**src/rtl/pr_pkg.sv**
```systemverilog
// Shared definitions for the inter-stage pipeline registers: the ID/EX
// control-bundle layout, the default bubble value and the skid-stage states.
package pr_pkg;

  // ID/EX control bundle layout, LSB first
  localparam int ALU_SEL_W   = 5;
  localparam int ALU_SEL_LSB = 0;
  localparam int OPA_SEL_W   = 1;
  localparam int OPA_SEL_LSB = ALU_SEL_LSB + ALU_SEL_W;
  localparam int OPB_SEL_W   = 1;
  localparam int OPB_SEL_LSB = OPA_SEL_LSB + OPA_SEL_W;
  localparam int REG_WE_W    = 1;
  localparam int REG_WE_LSB  = OPB_SEL_LSB + OPB_SEL_W;
  localparam int MEM_WR_W    = 3;
  localparam int MEM_WR_LSB  = REG_WE_LSB + REG_WE_W;
  localparam int MEM_RD_W    = 4;
  localparam int MEM_RD_LSB  = MEM_WR_LSB + MEM_WR_W;
  localparam int BRANCH_W    = 4;
  localparam int BRANCH_LSB  = MEM_RD_LSB + MEM_RD_W;
  localparam int WB_SEL_W    = 2;
  localparam int WB_SEL_LSB  = BRANCH_LSB + BRANCH_W;

  localparam int CTRL_W_IDEX = WB_SEL_LSB + WB_SEL_W;  // 21

  // All enables low: a bubble can never write a register or memory
  localparam logic [CTRL_W_IDEX-1:0] CTRL_BUBBLE_IDEX = '0;

  typedef enum logic [1:0] {
    ST_EMPTY = 2'd0,
    ST_ONE   = 2'd1,
    ST_FULL  = 2'd2
  } pr_state_e;

  function automatic logic [1:0] occ_of(input logic head_v, input logic skid_v);
    return {1'b0, head_v} + {1'b0, skid_v};
  endfunction

endpackage

```
**src/rtl/pr_slot.sv**
```systemverilog
// One storage entry: valid bit plus data/ctrl payload. Clear beats load, so
// an entry arriving in a flush cycle is dropped.
module pr_slot
  import pr_pkg::*;
#(
  parameter int DW = 32,
  parameter int CW = CTRL_W_IDEX
) (
  input  logic          clk,
  input  logic          rst_n,
  input  logic          load,
  input  logic          clear,
  input  logic [DW-1:0] wdata,
  input  logic [CW-1:0] wctrl,
  output logic          valid,
  output logic [DW-1:0] data,
  output logic [CW-1:0] ctrl
);

  // Entry register; payload is only rewritten on load
  always_ff @(posedge clk or negedge rst_n) begin
    if (!rst_n) begin
      valid <= 1'b0;
      data  <= '0;
      ctrl  <= '0;
    end else if (clear) begin
      valid <= 1'b0;
    end else if (load) begin
      valid <= 1'b1;
      data  <= wdata;
      ctrl  <= wctrl;
    end
  end

endmodule

```
**src/rtl/pr_pipe_stage.sv**
```systemverilog
// Generic valid/ready pipeline register. SKID=1: two-entry skid buffer with
// a registered IN_READY. SKID=0: single stall register, combinational ready.
module pr_pipe_stage
  import pr_pkg::*;
#(
  parameter int                    DATA_WIDTH  = 32,
  parameter int                    CTRL_WIDTH  = CTRL_W_IDEX,
  parameter logic [CTRL_WIDTH-1:0] CTRL_BUBBLE = '0,
  parameter int                    SKID        = 1
) (
  input  logic                  CLK,
  input  logic                  RESET_N,
  input  logic                  IN_VALID,
  output logic                  IN_READY,
  input  logic [DATA_WIDTH-1:0] IN_DATA,
  input  logic [CTRL_WIDTH-1:0] IN_CTRL,
  output logic                  OUT_VALID,
  input  logic                  OUT_READY,
  output logic [DATA_WIDTH-1:0] OUT_DATA,
  output logic [CTRL_WIDTH-1:0] OUT_CTRL,
  input  logic                  FLUSH,
  output logic [1:0]            OCC
);

  logic                  in_ready, in_fire, out_fire;
  logic                  head_load, head_clear, head_from_skid;
  logic                  head_valid, skid_valid;
  logic [DATA_WIDTH-1:0] head_data, skid_data, head_wdata;
  logic [CTRL_WIDTH-1:0] head_ctrl, skid_ctrl, head_wctrl;

  assign in_fire    = IN_VALID & in_ready;
  assign out_fire   = head_valid & OUT_READY;
  assign head_wdata = head_from_skid ? skid_data : IN_DATA;
  assign head_wctrl = head_from_skid ? skid_ctrl : IN_CTRL;

  pr_slot #(.DW(DATA_WIDTH), .CW(CTRL_WIDTH)) u_head (
    .clk   (CLK),
    .rst_n (RESET_N),
    .load  (head_load),
    .clear (head_clear),
    .wdata (head_wdata),
    .wctrl (head_wctrl),
    .valid (head_valid),
    .data  (head_data),
    .ctrl  (head_ctrl)
  );

  if (SKID != 0) begin : g_skid
    pr_state_e state, state_nxt;
    logic      skid_load, skid_clear, rdy_q;

    // State is fully captured by the two valid bits
    always_comb begin
      state = ST_EMPTY;
      if (skid_valid)      state = ST_FULL;
      else if (head_valid) state = ST_ONE;
    end

    // Next state; flush always empties the stage
    always_comb begin
      state_nxt = state;
      if (FLUSH) begin
        state_nxt = ST_EMPTY;
      end else begin
        case (state)
          ST_EMPTY: if (in_fire) state_nxt = ST_ONE;
          ST_ONE: begin
            if (in_fire && !out_fire)      state_nxt = ST_FULL;
            else if (!in_fire && out_fire) state_nxt = ST_EMPTY;
          end
          ST_FULL:  if (out_fire) state_nxt = ST_ONE;
          default:  state_nxt = ST_EMPTY;
        endcase
      end
    end

    // Slot controls; slot clear has priority over load for flush
    always_comb begin
      head_load      = 1'b0;
      head_from_skid = 1'b0;
      head_clear     = FLUSH;
      skid_load      = 1'b0;
      skid_clear     = FLUSH;
      case (state)
        ST_EMPTY: head_load = in_fire;
        ST_ONE: begin
          head_load  = in_fire & out_fire;
          skid_load  = in_fire & ~out_fire;
          head_clear = FLUSH | (out_fire & ~in_fire);
        end
        ST_FULL: begin
          head_load      = out_fire;
          head_from_skid = out_fire;
          skid_clear     = FLUSH | out_fire;
        end
        default: ;
      endcase
    end

    // Registered ready, looking ahead to the next state so it never lags
    always_ff @(posedge CLK or negedge RESET_N) begin
      if (!RESET_N) rdy_q <= 1'b1;
      else          rdy_q <= (state_nxt != ST_FULL);
    end

    assign in_ready = rdy_q;

    pr_slot #(.DW(DATA_WIDTH), .CW(CTRL_WIDTH)) u_skid (
      .clk   (CLK),
      .rst_n (RESET_N),
      .load  (skid_load),
      .clear (skid_clear),
      .wdata (IN_DATA),
      .wctrl (IN_CTRL),
      .valid (skid_valid),
      .data  (skid_data),
      .ctrl  (skid_ctrl)
    );
  end else begin : g_plain
    assign in_ready       = ~head_valid | OUT_READY;
    assign head_load      = in_fire;
    assign head_from_skid = 1'b0;
    assign head_clear     = FLUSH | (out_fire & ~in_fire);
    assign skid_valid     = 1'b0;
    assign skid_data      = '0;
    assign skid_ctrl      = '0;
  end

  assign IN_READY  = in_ready;
  assign OUT_VALID = head_valid;
  assign OUT_DATA  = head_data;
  assign OUT_CTRL  = head_valid ? head_ctrl : CTRL_BUBBLE;
  assign OCC       = occ_of(head_valid, skid_valid);

endmodule

```
**config.mk**
```make
export PLATFORM = sky130hd
export DESIGN_NAME = pr_pipe_stage
export DESIGN_NICKNAME = d
export VERILOG_FILES = /design/src/rtl/pr_pkg.sv /design/src/rtl/pr_slot.sv /design/src/rtl/pr_pipe_stage.sv
export SDC_FILE = /design/constraint.sdc
export NUM_CORES = 1
export LEC_CHECK = 0
export CORE_MARGIN = 5
export CORE_UTILIZATION = 38
export CTS_CLUSTER_DIAMETER = 60
export CTS_CLUSTER_SIZE = 10
export DETAILED_ROUTE_END_ITERATION = 12
export GPL_TIMING_DRIVEN = 0
export PLACE_DENSITY = 0.67
export SYNTH_ARGS = -nofsm -noshare
export SYNTH_HDL_FRONTEND = slang
export SYNTH_SLANG_ARGS = --single-unit
```
**constraint.sdc**
```tcl
create_clock -name CLK -period 4.4 [get_ports CLK]
set_clock_uncertainty 0.1 [all_clocks]
set_input_delay 0.88 -clock CLK [delete_from_list [all_inputs] [get_ports CLK]]
set_output_delay 0.88 -clock CLK [all_outputs]
set_load 0.02 [all_outputs]
```
==> impl_summary.txt <==
----------------------------------------------------
[Global routing]
  Sum of overflow across all layers after global routing ... 0
  Number of antenna violations at the first check in global routing ... 0
  GR Util All Layers ... 0.141
  Global-route wire length before repair ... between 15 and 20 mm
  Vias in the first global route ... 3385
  Pin count of the biggest net entering global routing ... 61

[Setup path]
  Top fanout value on the critical path ... 10
  Required time of the worst setup path ... 3.42 ns
  Maximum single-stage delay on the critical path ... between 0.6 and 0.7 ns
  Cell at the slowest stage of the critical path ... sky130_fd_sc_hd__clkdlybuf4s50_1
  Ordered list of cells on the worst path ... clkbuf_1, and2_1, clkdlybuf4s50_1
  Critical path data arrival time ... between 2 and 2.5 ns
  Path type of the worst setup path ... reg -> out
  Worst setup SP type ... flop
  Crit path capture type ... output port
  Worst Path Buf+Inv ... 2
  Top delay family on crit path ... buffers and inverters

[Detailed routing]
  Total wire length ... around 11 mm
  Number of design rule violations left after detail routing ... 0
  Via count ... around 3000
  Average wire length per cell after detail routing ... roughly 17 µm
  Via count normalized by instance count ... around 4.8
  Detailed router's first-iteration violation count ... approximately 110
  Count of TritonRoute iterations in the first routing pass ... 4
  Number of nets still failing antenna checks after routing ... 0

[Run]
  Count of max-cap constraint violations ... 0

[Cells and area]
  Diode insertion count for antenna repair ... 0
  Final std cells w/o fill ... about 630
  Finished Core Util ... 0.511
  Fraction of final layout cells with drive strength greater than 1 ... 0.428
  Most frequent standard cell in the layout excluding fill and tap cells ... sky130_fd_sc_hd__mux2_2
  Top library cells by usage in the layout, fill and taps aside ... sky130_fd_sc_hd__mux2_2 (147), sky130_fd_sc_hd__clkdlybuf4s50_1 (113), sky130_fd_sc_hd__dfrtp_1 (108)
  Post-layout instance area ... 0.00668 mm²
  Nets@finish ... about 510
  Area Growth Syn to Fin ... 33.3%

[Synthesis]
  Number of nets in the synthesized netlist ... roughly 390
  Number of library cell types mapped by synthesis ... 24
  Share of synthesized area occupied by flip-flops and latches ... 0.544
  Avg Inst Size Synth ... 15.3 µm²
  Post-synthesis instance area ... between 0.005 and 0.006 mm²
  Warning count from the yosys run ... 0
  Cell count after synthesis ... ~330
  Seq cells post-synth ... around 110

[Place]
  Number of instances in the placed design ... 618
  RePlAce Congestion ... 0.732
  Detailed Place HPWL ... about 7.4 mm
  Total cell area at the placement stage ... ~0.0064 mm²
  Quantity of I/O buffers inserted on ports ... 114
  Post-placement worst setup slack ... about 1.1 ns

[Power]
  Sequential Power Share ... 0.394
  Tot Pwr ... between 4 and 5 mW
  Internal portion of total power ... slightly above 3 mW
  Share of total power consumed by net switching ... 0.321
  NetSw ... roughly 1.4 mW
  Logic pwr share ... 0.433
  Power per cell area ... 669 mW/mm²
  Largest voltage drop on the vdd net ... 431 µV
  Static leakage power ... 2.77 nW
  Part of the total power dissipated in the clock network ... 0.173

[STA]
  Smallest hold slack ... roughly 0.4 ns
  Final count of hold timing violations ... 0
  Final Setup Violations ... 0
  Share of the clock period used by the worst path ... 0.697
  Max-slew headroom at the worst pin ... 0.468
  Achievable Freq ... about 330 MHz
  Slew at the pin closest to its max-slew limit ... ~0.79 ns
  Min Tclk post-route ... around 3.1 ns
  Setup total negative slack ... 0 ns
  Final-report max-slew violation count ... 0
  Unrepaired setup endpoints after global routing ... false
  PnR worst setup slack ... approximately 1.3 ns

[Floorplanning]
  Die span in x ... approximately 120 µm
  Row Count ... 42
  Die footprint ... roughly 0.016 mm²
  Initial Util ... 0.383
  Std-Cell Core Area ... roughly 0.013 mm²
  Height of the chip ... 125 µm
  Top-level port count ... between 100 and 150

[CTS]
  Clock-pin slew of the registers on the worst-case setup and hold paths ... roughly 0.070 ns
  Root buf cell ... sky130_fd_sc_hd__clkbuf_16
  Buffers inserted by post-CTS timing repair ... 0
  Clk_lat worst skew ... about 0.35 ns
  CTS tree ... yes
  Hold buffer count at cts ... 0
  Total number of clock tree sinks ... roughly 110
  H-Tree Level Count ... 3
  CTS max path bufs ... 2
  CTS Buf Count ... 9
  CTS-repair resized insts ... 0

[Outcome]
  Status ... complete, no violations

[Worst hold path]
  Class of the tightest hold or removal check ... reg -> reg

----------------------------------------------------
-- cell families after synthesis --
logic type | count (synthesis) | share of synthesized area
compound gates | 6 | 0.0110
fa+ha+maj | 3 | 0.00749
buf+inv | 20 | 0.0349
flops | 109 | 0.544
mux | 159 | 0.366
simple gates | 30 | 0.0359
-- synth_stat cells --
master,instances,share of area
sky130_fd_sc_hd__a21oi_1,1,0.0010
sky130_fd_sc_hd__a311oi_1,1,0.0017
sky130_fd_sc_hd__a31oi_1,1,0.0012
sky130_fd_sc_hd__a31oi_4,1,0.0042
sky130_fd_sc_hd__a32oi_1,1,0.0017
sky130_fd_sc_hd__and2_1,21,0.026
sky130_fd_sc_hd__buf_2,5,0.0050
sky130_fd_sc_hd__buf_4,2,0.0030
sky130_fd_sc_hd__buf_6,4,0.0090
sky130_fd_sc_hd__buf_8,5,0.015
sky130_fd_sc_hd__clkbuf_1,2,0.0015
sky130_fd_sc_hd__dfrtp_1,108,0.54
sky130_fd_sc_hd__dfstp_2,1,0.0052
sky130_fd_sc_hd__ha_1,3,0.0075
sky130_fd_sc_hd__inv_1,2,0.0015
sky130_fd_sc_hd__mux2_2,147,0.33
sky130_fd_sc_hd__mux2_4,12,0.036
sky130_fd_sc_hd__nand2_1,3,0.0022
sky130_fd_sc_hd__nand4_1,1,0.0012
sky130_fd_sc_hd__nand4b_1,1,0.0017
sky130_fd_sc_hd__nor2_1,1,0.00075
sky130_fd_sc_hd__o21ai_0,1,0.0010
sky130_fd_sc_hd__or2_2,1,0.0012
sky130_fd_sc_hd__or3_1,2,0.0025
-- power by group through the flow --
stage	clock, mW	sequential [mW]	combinational (mW)
4_1_cts	0.806	1.77	1.98
5_1_grt	0.847	1.83	2.07
2_1_floorplan	0	1.91	1.03
3_3_place_gp	0	1.76	1.93
6_report	0.775	1.76	1.94
3_5_place_dp	0	1.79	1.97
-- flip-flops by register name, summed over array words and instances, names as in the netlist --
name and count:
IN_READY 1, g_skid.u_skid.ctrl 21, g_skid.u_skid.data 32, g_skid.u_skid.valid 1, u_head.ctrl 21, u_head.data 32
u_head.valid 1
-- cell type report --
| type | instances | area [µm²] |
|---|---|---|
| clock buffers | 10 | 239 |
| multi-input cells | 198 | 2110 |
| flip-flops and latches | 109 | 2730 |
| inverters | 2 | 7.51 |
| fillers | 1148 | 6400 |
| well taps | 176 | 220 |
| plain buffers | 18 | 168 |
| repair buffers | 115 | 1170 |
| clock inverters | 6 | 45.0 |
-- metal layers --
layer  global-route usage  routed length, µm  vias to the layer above  share of wire
li1                     -                  -                     1423              -
met1                0.178               4790                     1517           0.45
met2                0.230               5110                       73           0.48
met3               0.0455                516                       10          0.049
met4               0.0440                144                        0          0.014
met5                    0                  0                        -              0
-- final timing paths --
check	startpoint	to	slack [ns]	depth (start not counted)
worst min-delay path	u_head.ctrl[6]	u_head.ctrl[6]	0.40	1
min in group asynchronous	RESET_N	u_head.data[9]	0.46	1
max in group asynchronous	RESET_N	g_skid.u_skid.ctrl[8]	3.02	2
worst min register to register	u_head.ctrl[6]	u_head.ctrl[6]	0.40	1
worst max register to register	u_head.valid	g_skid.u_skid.ctrl[3]	1.83	5
worst max-delay path	u_head.valid	OUT_CTRL[20]	1.33	3
Note: power is estimated with default switching activity, not from simulation.
